===== src/rtl/spi_pkg.sv =====
// Shared SPI master definitions: state encoding, mode constants, byte width
// and the bit-order helpers used by the transmit and receive shift registers.
`timescale 1ns/1ps
package spi_pkg;

    localparam int BYTE_W = 8;

    typedef enum logic [1:0] {
        IDLE  = 2'd0,
        LEAD  = 2'd1,
        XFER  = 2'd2,
        TRAIL = 2'd3
    } state_e;

    // Modes are encoded as {cpol, cpha}
    localparam logic [1:0] MODE0 = 2'b00;
    localparam logic [1:0] MODE1 = 2'b01;
    localparam logic [1:0] MODE2 = 2'b10;
    localparam logic [1:0] MODE3 = 2'b11;

    function automatic logic tx_bit(input logic [BYTE_W-1:0] sr, input logic lsb);
        return lsb ? sr[0] : sr[BYTE_W-1];
    endfunction

    function automatic logic [BYTE_W-1:0] tx_shift(input logic [BYTE_W-1:0] sr,
                                                   input logic lsb);
        return lsb ? {1'b0, sr[BYTE_W-1:1]} : {sr[BYTE_W-2:0], 1'b0};
    endfunction

    function automatic logic [BYTE_W-1:0] rx_shift(input logic [BYTE_W-1:0] sr,
                                                   input logic bit_in,
                                                   input logic lsb);
        return lsb ? {bit_in, sr[BYTE_W-1:1]} : {sr[BYTE_W-2:0], bit_in};
    endfunction

endpackage


===== src/rtl/spi_clk_gen.sv =====
// SCK generator: while enabled, toggles sck every CLK_DIV clk cycles and flags
// each toggle as a leading or trailing edge; while disabled, sck rests at cpol.
`timescale 1ns/1ps
module spi_clk_gen #(
    parameter int unsigned CLK_DIV = 4
) (
    input  logic clk,
    input  logic rst,
    input  logic enable,
    input  logic cpol,
    output logic sck,
    output logic lead_edge,
    output logic trail_edge
);

    localparam logic [7:0] RELOAD = 8'(CLK_DIV - 1);

    logic [7:0] cnt_q, cnt_d;
    logic       sck_q, sck_d;
    logic       wrap;

    always_comb begin
        wrap  = enable && (cnt_q == 8'd0);
        cnt_d = cnt_q;
        sck_d = sck_q;
        // Preloading while idle makes the first toggle land a full half-period in
        if (!enable) begin
            cnt_d = RELOAD;
            sck_d = cpol;
        end else if (wrap) begin
            cnt_d = RELOAD;
            sck_d = ~sck_q;
        end else begin
            cnt_d = cnt_q - 8'd1;
        end
    end

    assign lead_edge  = wrap && (sck_q == cpol);
    assign trail_edge = wrap && (sck_q != cpol);
    assign sck        = sck_q;

    always_ff @(posedge clk) begin
        if (rst) begin
            cnt_q <= 8'd0;
            sck_q <= 1'b0;
        end else begin
            cnt_q <= cnt_d;
            sck_q <= sck_d;
        end
    end

endmodule


===== src/rtl/master_spi.sv =====
// Single-byte SPI master, modes 0-3, SCK half-period of CLK_DIV clk cycles.
// Optional MASTER_SPI_LSB_FIRST_EN adds an lsb_first input latched with start.
`timescale 1ns/1ps
module master_spi
    import spi_pkg::*;
#(
    parameter int unsigned CLK_DIV = 4
) (
    input  logic              clk,
    input  logic              rst,
    input  logic              start,
    input  logic              cpol,
    input  logic              cpha,
    input  logic [BYTE_W-1:0] data_in,
`ifdef MASTER_SPI_LSB_FIRST_EN
    input  logic              lsb_first,
`endif
    input  logic              miso,
    output logic              sck,
    output logic              mosi,
    output logic              ss,
    output logic              busy,
    output logic              done,
    output logic [BYTE_W-1:0] data_out
);

    localparam logic [7:0] RELOAD = 8'(CLK_DIV - 1);

    state_e            state_q, state_d;
    logic              cpol_q, cpol_d;
    logic              cpha_q, cpha_d;
    logic              lsb_q, lsb_d;
    logic [BYTE_W-1:0] tx_q, tx_d;
    logic [BYTE_W-1:0] rx_q, rx_d;
    logic              mosi_q, mosi_d;
    logic              ss_q, ss_d;
    logic              busy_q, busy_d;
    logic              done_q, done_d;
    logic [BYTE_W-1:0] data_out_q, data_out_d;
    logic [7:0]        wait_q, wait_d;
    logic [4:0]        edge_q, edge_d;

    logic lsb_sel;
    logic xfer_en;
    logic lead_edge;
    logic trail_edge;
    logic sample_ev;
    logic shift_ev;

`ifdef MASTER_SPI_LSB_FIRST_EN
    assign lsb_sel = lsb_first;
`else
    assign lsb_sel = 1'b0;
`endif

    assign xfer_en = (state_q == XFER);

    spi_clk_gen #(
        .CLK_DIV (CLK_DIV)
    ) u_clk_gen (
        .clk        (clk),
        .rst        (rst),
        .enable     (xfer_en),
        .cpol       (cpol_d),
        .sck        (sck),
        .lead_edge  (lead_edge),
        .trail_edge (trail_edge)
    );

    always_comb begin
        state_d    = state_q;
        cpol_d     = cpol_q;
        cpha_d     = cpha_q;
        lsb_d      = lsb_q;
        tx_d       = tx_q;
        rx_d       = rx_q;
        mosi_d     = mosi_q;
        ss_d       = ss_q;
        busy_d     = busy_q;
        done_d     = 1'b0;
        data_out_d = data_out_q;
        wait_d     = wait_q;
        edge_d     = edge_q;

        // The final trailing edge of cpha=0 must not shift, so mosi keeps bit 0
        sample_ev = cpha_q ? trail_edge : lead_edge;
        shift_ev  = cpha_q ? lead_edge : (trail_edge && (edge_q != 5'd15));

        case (state_q)
            IDLE: begin
                if (start) begin
                    state_d = LEAD;
                    cpol_d  = cpol;
                    cpha_d  = cpha;
                    lsb_d   = lsb_sel;
                    ss_d    = 1'b0;
                    busy_d  = 1'b1;
                    wait_d  = RELOAD;
                    rx_d    = '0;
                    edge_d  = 5'd0;
                    if (!cpha) begin
                        mosi_d = tx_bit(data_in, lsb_sel);
                        tx_d   = tx_shift(data_in, lsb_sel);
                    end else begin
                        tx_d   = data_in;
                    end
                end
            end
            LEAD: begin
                if (wait_q == 8'd0) begin
                    state_d = XFER;
                end else begin
                    wait_d = wait_q - 8'd1;
                end
            end
            XFER: begin
                if (sample_ev) begin
                    rx_d = rx_shift(rx_q, miso, lsb_q);
                end
                if (shift_ev) begin
                    mosi_d = tx_bit(tx_q, lsb_q);
                    tx_d   = tx_shift(tx_q, lsb_q);
                end
                if (lead_edge || trail_edge) begin
                    edge_d = edge_q + 5'd1;
                    if (edge_q == 5'd15) begin
                        state_d = TRAIL;
                        wait_d  = RELOAD;
                    end
                end
            end
            TRAIL: begin
                if (wait_q == 8'd0) begin
                    state_d    = IDLE;
                    ss_d       = 1'b1;
                    busy_d     = 1'b0;
                    done_d     = 1'b1;
                    data_out_d = rx_q;
                end else begin
                    wait_d = wait_q - 8'd1;
                end
            end
            default: state_d = IDLE;
        endcase
    end

    always_ff @(posedge clk) begin
        if (rst) begin
            state_q    <= IDLE;
            cpol_q     <= 1'b0;
            cpha_q     <= 1'b0;
            lsb_q      <= 1'b0;
            tx_q       <= '0;
            rx_q       <= '0;
            mosi_q     <= 1'b0;
            ss_q       <= 1'b1;
            busy_q     <= 1'b0;
            done_q     <= 1'b0;
            data_out_q <= '0;
            wait_q     <= 8'd0;
            edge_q     <= 5'd0;
        end else begin
            state_q    <= state_d;
            cpol_q     <= cpol_d;
            cpha_q     <= cpha_d;
            lsb_q      <= lsb_d;
            tx_q       <= tx_d;
            rx_q       <= rx_d;
            mosi_q     <= mosi_d;
            ss_q       <= ss_d;
            busy_q     <= busy_d;
            done_q     <= done_d;
            data_out_q <= data_out_d;
            wait_q     <= wait_d;
            edge_q     <= edge_d;
        end
    end

    assign mosi     = mosi_q;
    assign ss       = ss_q;
    assign busy     = busy_q;
    assign done     = done_q;
    assign data_out = data_out_q;

endmodule


===== config.mk =====
export PLATFORM = sky130hd
export DESIGN_NAME = master_spi
export DESIGN_NICKNAME = d
export VERILOG_FILES = /design/src/rtl/spi_pkg.sv /design/src/rtl/spi_clk_gen.sv /design/src/rtl/master_spi.sv
export SDC_FILE = /design/constraint.sdc
export NUM_CORES = 1
export LEC_CHECK = 0
export ABC_AREA = 1
export CORE_MARGIN = 2
export CORE_UTILIZATION = 55
export DETAILED_ROUTE_END_ITERATION = 12
export PLACE_DENSITY_LB_ADDON = 0.2
export SYNTH_ARGS = -nofsm -noshare
export SYNTH_HDL_FRONTEND = slang
export SYNTH_HIERARCHICAL = 1
export SYNTH_SLANG_ARGS = --single-unit
export TNS_END_PERCENT = 5

===== constraint.sdc =====
create_clock -name clk -period 6.05 [get_ports clk]
set_input_delay 0.9075 -clock clk [delete_from_list [all_inputs] [get_ports clk]]
set_output_delay 0.9075 -clock clk [all_outputs]
set_load 0.01 [all_outputs]

# Yosys cells after proc, flatten, opt, wreduce, memory -nomap -nowiden
# Index checks and enable logic that the tools add are counted.
# totals
register_bits	54
latch_bits	0
ramBits	0
mem_bits_ro	0
out_inout_bits	13
word_cells	100
memories	0
# classes
addsub	3
multipliers	0
div	0
magnitude_cmp	0
eq_ne	17
shifts	0
mux	40
bitwise_logic	3
n_reduce_logical	22
# ops
cell	n
8-bit two-way mux	9
8-bit one-hot mux with 2 select lines	2
8-bit one-hot mux with 3 select lines	1
2-bit inequality test (second input constant)	10
8-bit logical NOT	2
8-bit by 1-bit subtractor with 8-bit output (second input constant)	2
1-bit two-way mux	14
2-bit two-way mux	7
3-bit AND reduction	4
5-bit two-way mux	2
5-bit one-hot mux with 2 select lines	1
2-bit one-hot mux with 4 select lines	1
4-bit AND reduction	2
1-bit one-hot mux with 2 select lines	3
5-bit by 1-bit adder with 5-bit output (second input constant)	1
5-bit by 4-bit == test with 1-bit output (second input constant)	1
5-bit by 4-bit inequality test with 1-bit output (second input constant)	1
5-bit AND reduction	1
2-bit == test (second input constant)	2
1-bit logical AND	4
2-bit AND reduction	2
2-bit nonzero test	2
2-bit OR reduction	2
1-bit inverter	3
other kinds (6)	6

# Depth between registers and ports, before layout
# logic_depth
ltp_word	8
mapped_depth	18
mapped_depth_nobuf	18

# Cells and area by module
# Netlist, hierarchy kept.
# modules_own_cells
module	instances	cells_each	area_each_um2
master_spi	1	333	2280.9
spi_clk_gen	1	71	501.7

# Least setup slack after synthesis
# OpenSTA, ideal clock, no wires.
# synth_path
path_type	in2reg
startpoint	in start
endpoint	reg wait_q[0]
arrival_time_ns	2.506
setup_slack_ns	3.428
stages	14
n_path_buf	1
path_cell_list	nand2_1 -> inv_1 -> or2_2 -> o21ai_0 -> inv_1 -> xnor2_1 -> inv_1 -> nor2_1 -> nor2_2 -> nor2_2 -> buf_6 -> nand2_4 -> nor3_1 -> nor2_1
# synth_via
elab_chain_cells	7
elab_cells_between_ends	10
cone_classes	eq/ne (4); mux (2); reduce/logical (4)
# synth_lines
item	line_no	source
start: declaration	master_spi.sv:11	input logic start,
1-bit two-way mux	master_spi.sv:91	if (start) begin
1-bit two-way mux	master_spi.sv:89	case (state_q)
via cpol_d	master_spi.sv:30	logic cpol_q, cpol_d;
1-bit == test	spi_clk_gen.sv:38	assign lead_edge = wrap && (sck_q == cpol);
1-bit logical AND	spi_clk_gen.sv:38	
via lead_edge	master_spi.sv:45	logic lead_edge;
1-bit logical OR	master_spi.sv:124	if (lead_edge || trail_edge) begin
2-bit inequality test (no line)	--	
4-bit AND reduction (no line)	--	
end signal: assignment	master_spi.sv:174	wait_q <= wait_d;
end: declaration	master_spi.sv:40	logic [7:0] wait_q, wait_d;
# The timed path passes the listed nets, and every way through them passes these cells.
# A chain may end at the register's enable or synchronous reset.

# Final worst setup path
# layout_path
startpoint	in start
endpoint	reg wait_q[7]
# Same word-level chain as after synthesis.

==> impl_metrics.json <==
{
  "cts_root_buf": "clkbuf_8",
  "finClkSkew_ns": 0.01186,
  "dpl-instance-area_mm2": 0.003090,
  "final_antenna_net_count": 0,
  "initial_utilization_pct": 58.14,
  "post_cts_resize_count": 0,
  "fp.dieW_um": 75.13,
  "clk_latency_ns": 0.31,
  "syn_nets": 429,
  "post_cts_buffers": 0,
  "hold_depth": 2,
  "grt_pass1_wl_um": 9025,
  "place_ws_ns": 2.475,
  "fin_crit_sh_pct": 54.57,
  "final_cells": 498,
  "post_synth_num_cell_types": 33,
  "layout-drive-gt1-share_pct": 8.353,
  "finalMaxSlewViolations": 0,
  "n_fill_cell": 437,
  "final_util_pct": 66.61,
  "grt.overflow.total": 0,
  "cp.arrival_ns": 3.52,
  "drc_errors": 0,
  "synthesis.instances": 404,
  "worstPathRequired_ns": 6.26,
  "r2r_cells": 17,
  "async_flop_share_pct": 0,
  "layout_commonest_cell": "nand2_1",
  "rows": 25,
  "rr_startpoint": "state_q[0]",
  "hold_buffers": 0,
  "drt_iter0_markers": 130,
  "hold_start": "tx_q[0]",
  "post-route-min-period_ns": 3.302,
  "max_cap_viol_count": 0,
  "cp-end-kind": "flip-flop",
  "seq_area_frac_synth_pct": 38.85,
  "p_leak_nw": 1.385,
  "max_freq_mhz": 302.9,
  "crit_type": "input port to flip-flop",
  "finalHoldViolations": 0,
  "syn_avg_cell_area_um2": 6.888,
  "tns_ns": 0,
  "rsz0062_at_grt": "false",
  "final_nets": 455,
  "crit_path_max_incr_delay_ns": 0.44,
  "setup_viol": 0,
  "wl_per_cell_um": 10.65,
  "setup_ws_ns": 2.748,
  "whs_ns": 0.4694,
  "clock_power_share_pct": 15.3,
  "die_y_um": 75.13,
  "switchingPower_mw": 0.6258,
  "synth-seq-cells": 54,
  "status": "finished clean",
  "grt_max_degree": 35,
  "netlist_area_mm2": 0.002783,
  "grt_use_total_pct": 20.37,
  "num_antenna_cells": 0,
  "power_frac_comb_pct": 50.7,
  "final_cell_mix": "98 x nand2_1, 61 x nor2_1, 54 x dfxtp_1",
  "clk_path_buf_depth": 2,
  "powerDensity_mw_per_mm2": 435.3,
  "finalPower_mw": 1.388,
  "hpwl_um": 3843,
  "antenna_found_initial": 0,
  "worstMarginPinSlew_ns": 0.5237,
  "worstPathMaxFanout": 11,
  "slowest_stage": "clkdlybuf4s50_1",
  "drtPass1Iterations": 5,
  "vdd_drop_max_mv": 0.3006,
  "rrSetupSlack_ns": 3.01,
  "yosys_warnings": 6,
  "drt-total-wl_um": 5303,
  "areaGrowthSynthToFinish_pct": 14.57,
  "cts_tree": "built",
  "vias": 2477,
  "cp_top_family": "simple AND/OR/NAND/NOR gates",
  "swShare_pct": 45.09,
  "coreArea_mm2": 0.004786,
  "synth_edf_count": 0,
  "io_pins": 27,
  "final_cell_area_mm2": 0.003188,
  "viasPerCell": 4.974,
  "synth_top_flop_cell": "dfxtp_1",
  "dp.cells": 490,
  "cp-start-kind": "input port",
  "internal_power_mw": 0.7620,
  "relSlewSlack_pct": 64.87,
  "die_area_mm2": 0.005645,
  "p_seq_share_pct": 34.1,
  "place.port_buffers": 26,
  "critical_path.cell_chain": "clkdlybuf4s50_1, nand2_1, inv_1, or2_2, o21ai_0, inv_1, xnor2_1, inv_1, nor2_1, nor2_2, nor2_2, nand2_1, nand2_1, inv_1, nand2_1, nor2_1",
  "tritoncts.num_buffers": 5,
  "hold_path.class": "flip-flop to flip-flop",
  "cts.sinks": 54,
  "r2r-end": "wait_q[7]",
  "min_to": "tx_q[0]",
  "gp_congestion": 0.8491,
  "cp_num_buf_inv": 5,
  "path_clk_slew_ns": 0.10,
  "grt_pass1_vias": 2191,
  "htreeDepth": 2
}
sequential cells by signal, indices dropped and copies added (netlist names):
signal           cells
cpha_q               1
state_q              2
edge_q               5
u_clk_gen/sck        1
wait_q               8
cpol_q               1
data_out             8
u_clk_gen/cnt_q      8
ss                   1
done                 1
rx_q                 8
tx_q                 8
mosi                 1
busy                 1
logic make-up (layout without fill, tap and decap cells):
| kind of cell | Yosys count | count (layout) | synth area share, % |
|---|---|---|---|
| AO/OA/AOI/OAI | 60 | 60 | 11.42 |
| multiplexers | 2 | 2 | 0.7195 |
| XOR/XNOR | 5 | 5 | 1.574 |
| flip-flops | 54 | 54 | 38.85 |
| adder cells (fa/ha/maj) | 11 | 11 | 4.946 |
| AND/OR/NAND/NOR | 213 | 213 | 33.68 |
| buffers and inverters | 59 | 86 | 8.813 |
synth_stat cells (3+ instances only):
master    count  area (µm²)
a21oi_1      25       125.1
nand2_2       3       18.77
ha_1         11       137.6
nand2_4       4       45.04
dfxtp_1      54        1081
o21ai_0      27       135.1
nand2_1      98       367.9
inv_2         5       18.77
nand4_1       3       18.77
nor2_1       61       229.0
nor3_1        4       20.02
nand3_1      29       145.1
clkbuf_1      5       18.77
inv_1        42       157.7
nor2_2        6       37.54
xor2_1        3       26.28
power by group through the flow:
stage	Clock (mW)	Sequential, mW	Combinational (mW)
2_1_floorplan	0	0.477	0.568
3_3_place_gp	0	0.478	0.687
3_5_place_dp	0	0.481	0.699
4_1_cts	0.219	0.473	0.703
5_1_grt	0.233	0.481	0.808
6_report	0.212	0.473	0.703
worst reg2reg max path: cells and delay by family, from the launching register on:
| kind | cells | cell delay (ns) |
|---|---|---|
| AOI/OAI and AO/OA | 1 | 0.10 |
| and+or+nand+nor | 9 | 1.57 |
| xor gates and xnor gates | 1 | 0.19 |
| DFF | 1 | 0.40 |
| adders and majority gates | 1 | 0.27 |
| buffers and inverters | 5 | 0.43 |
layer usage:
layer  track usage [%]  part of all wire [%]  vias to the layer above
met5                 0                     0                        -
met4             5.263                   1.1                        0
met3             4.150                   3.7                        6
met2             35.09                    47                       45
met1             26.16                    48                     1098
li1                  -                     -                     1328
how the worst max path moves through the flow:
stage / start / to / slack, ns / cells past startpoint
6_report: start / wait_q[7] / 2.75 / 16
3_3_place_gp: start / wait_q[5] / 2.57 / 16
5_1_grt: start / wait_q[7] / 2.47 / 16
4_1_cts: start / wait_q[7] / 2.81 / 16
3_5_place_dp: start / wait_q[7] / 2.47 / 16
2_1_floorplan: start / wait_q[0] / 3.43 / 14
layout make-up:
type                            instances  area (µm²)  share of cell area, %
Sequential cell                        54        1081                  33.91
Tap cell                               67       83.83                  2.630
Multi-Input combinational cell        291        1456                  45.68
Timing Repair Buffer                   28       275.3                  8.634
Clock buffer                            5       68.82                  2.159
Inverter                               50       193.9                  6.083
Clock inverter                          3       28.78                 0.9027
Power figures use the tool's default switching activity.
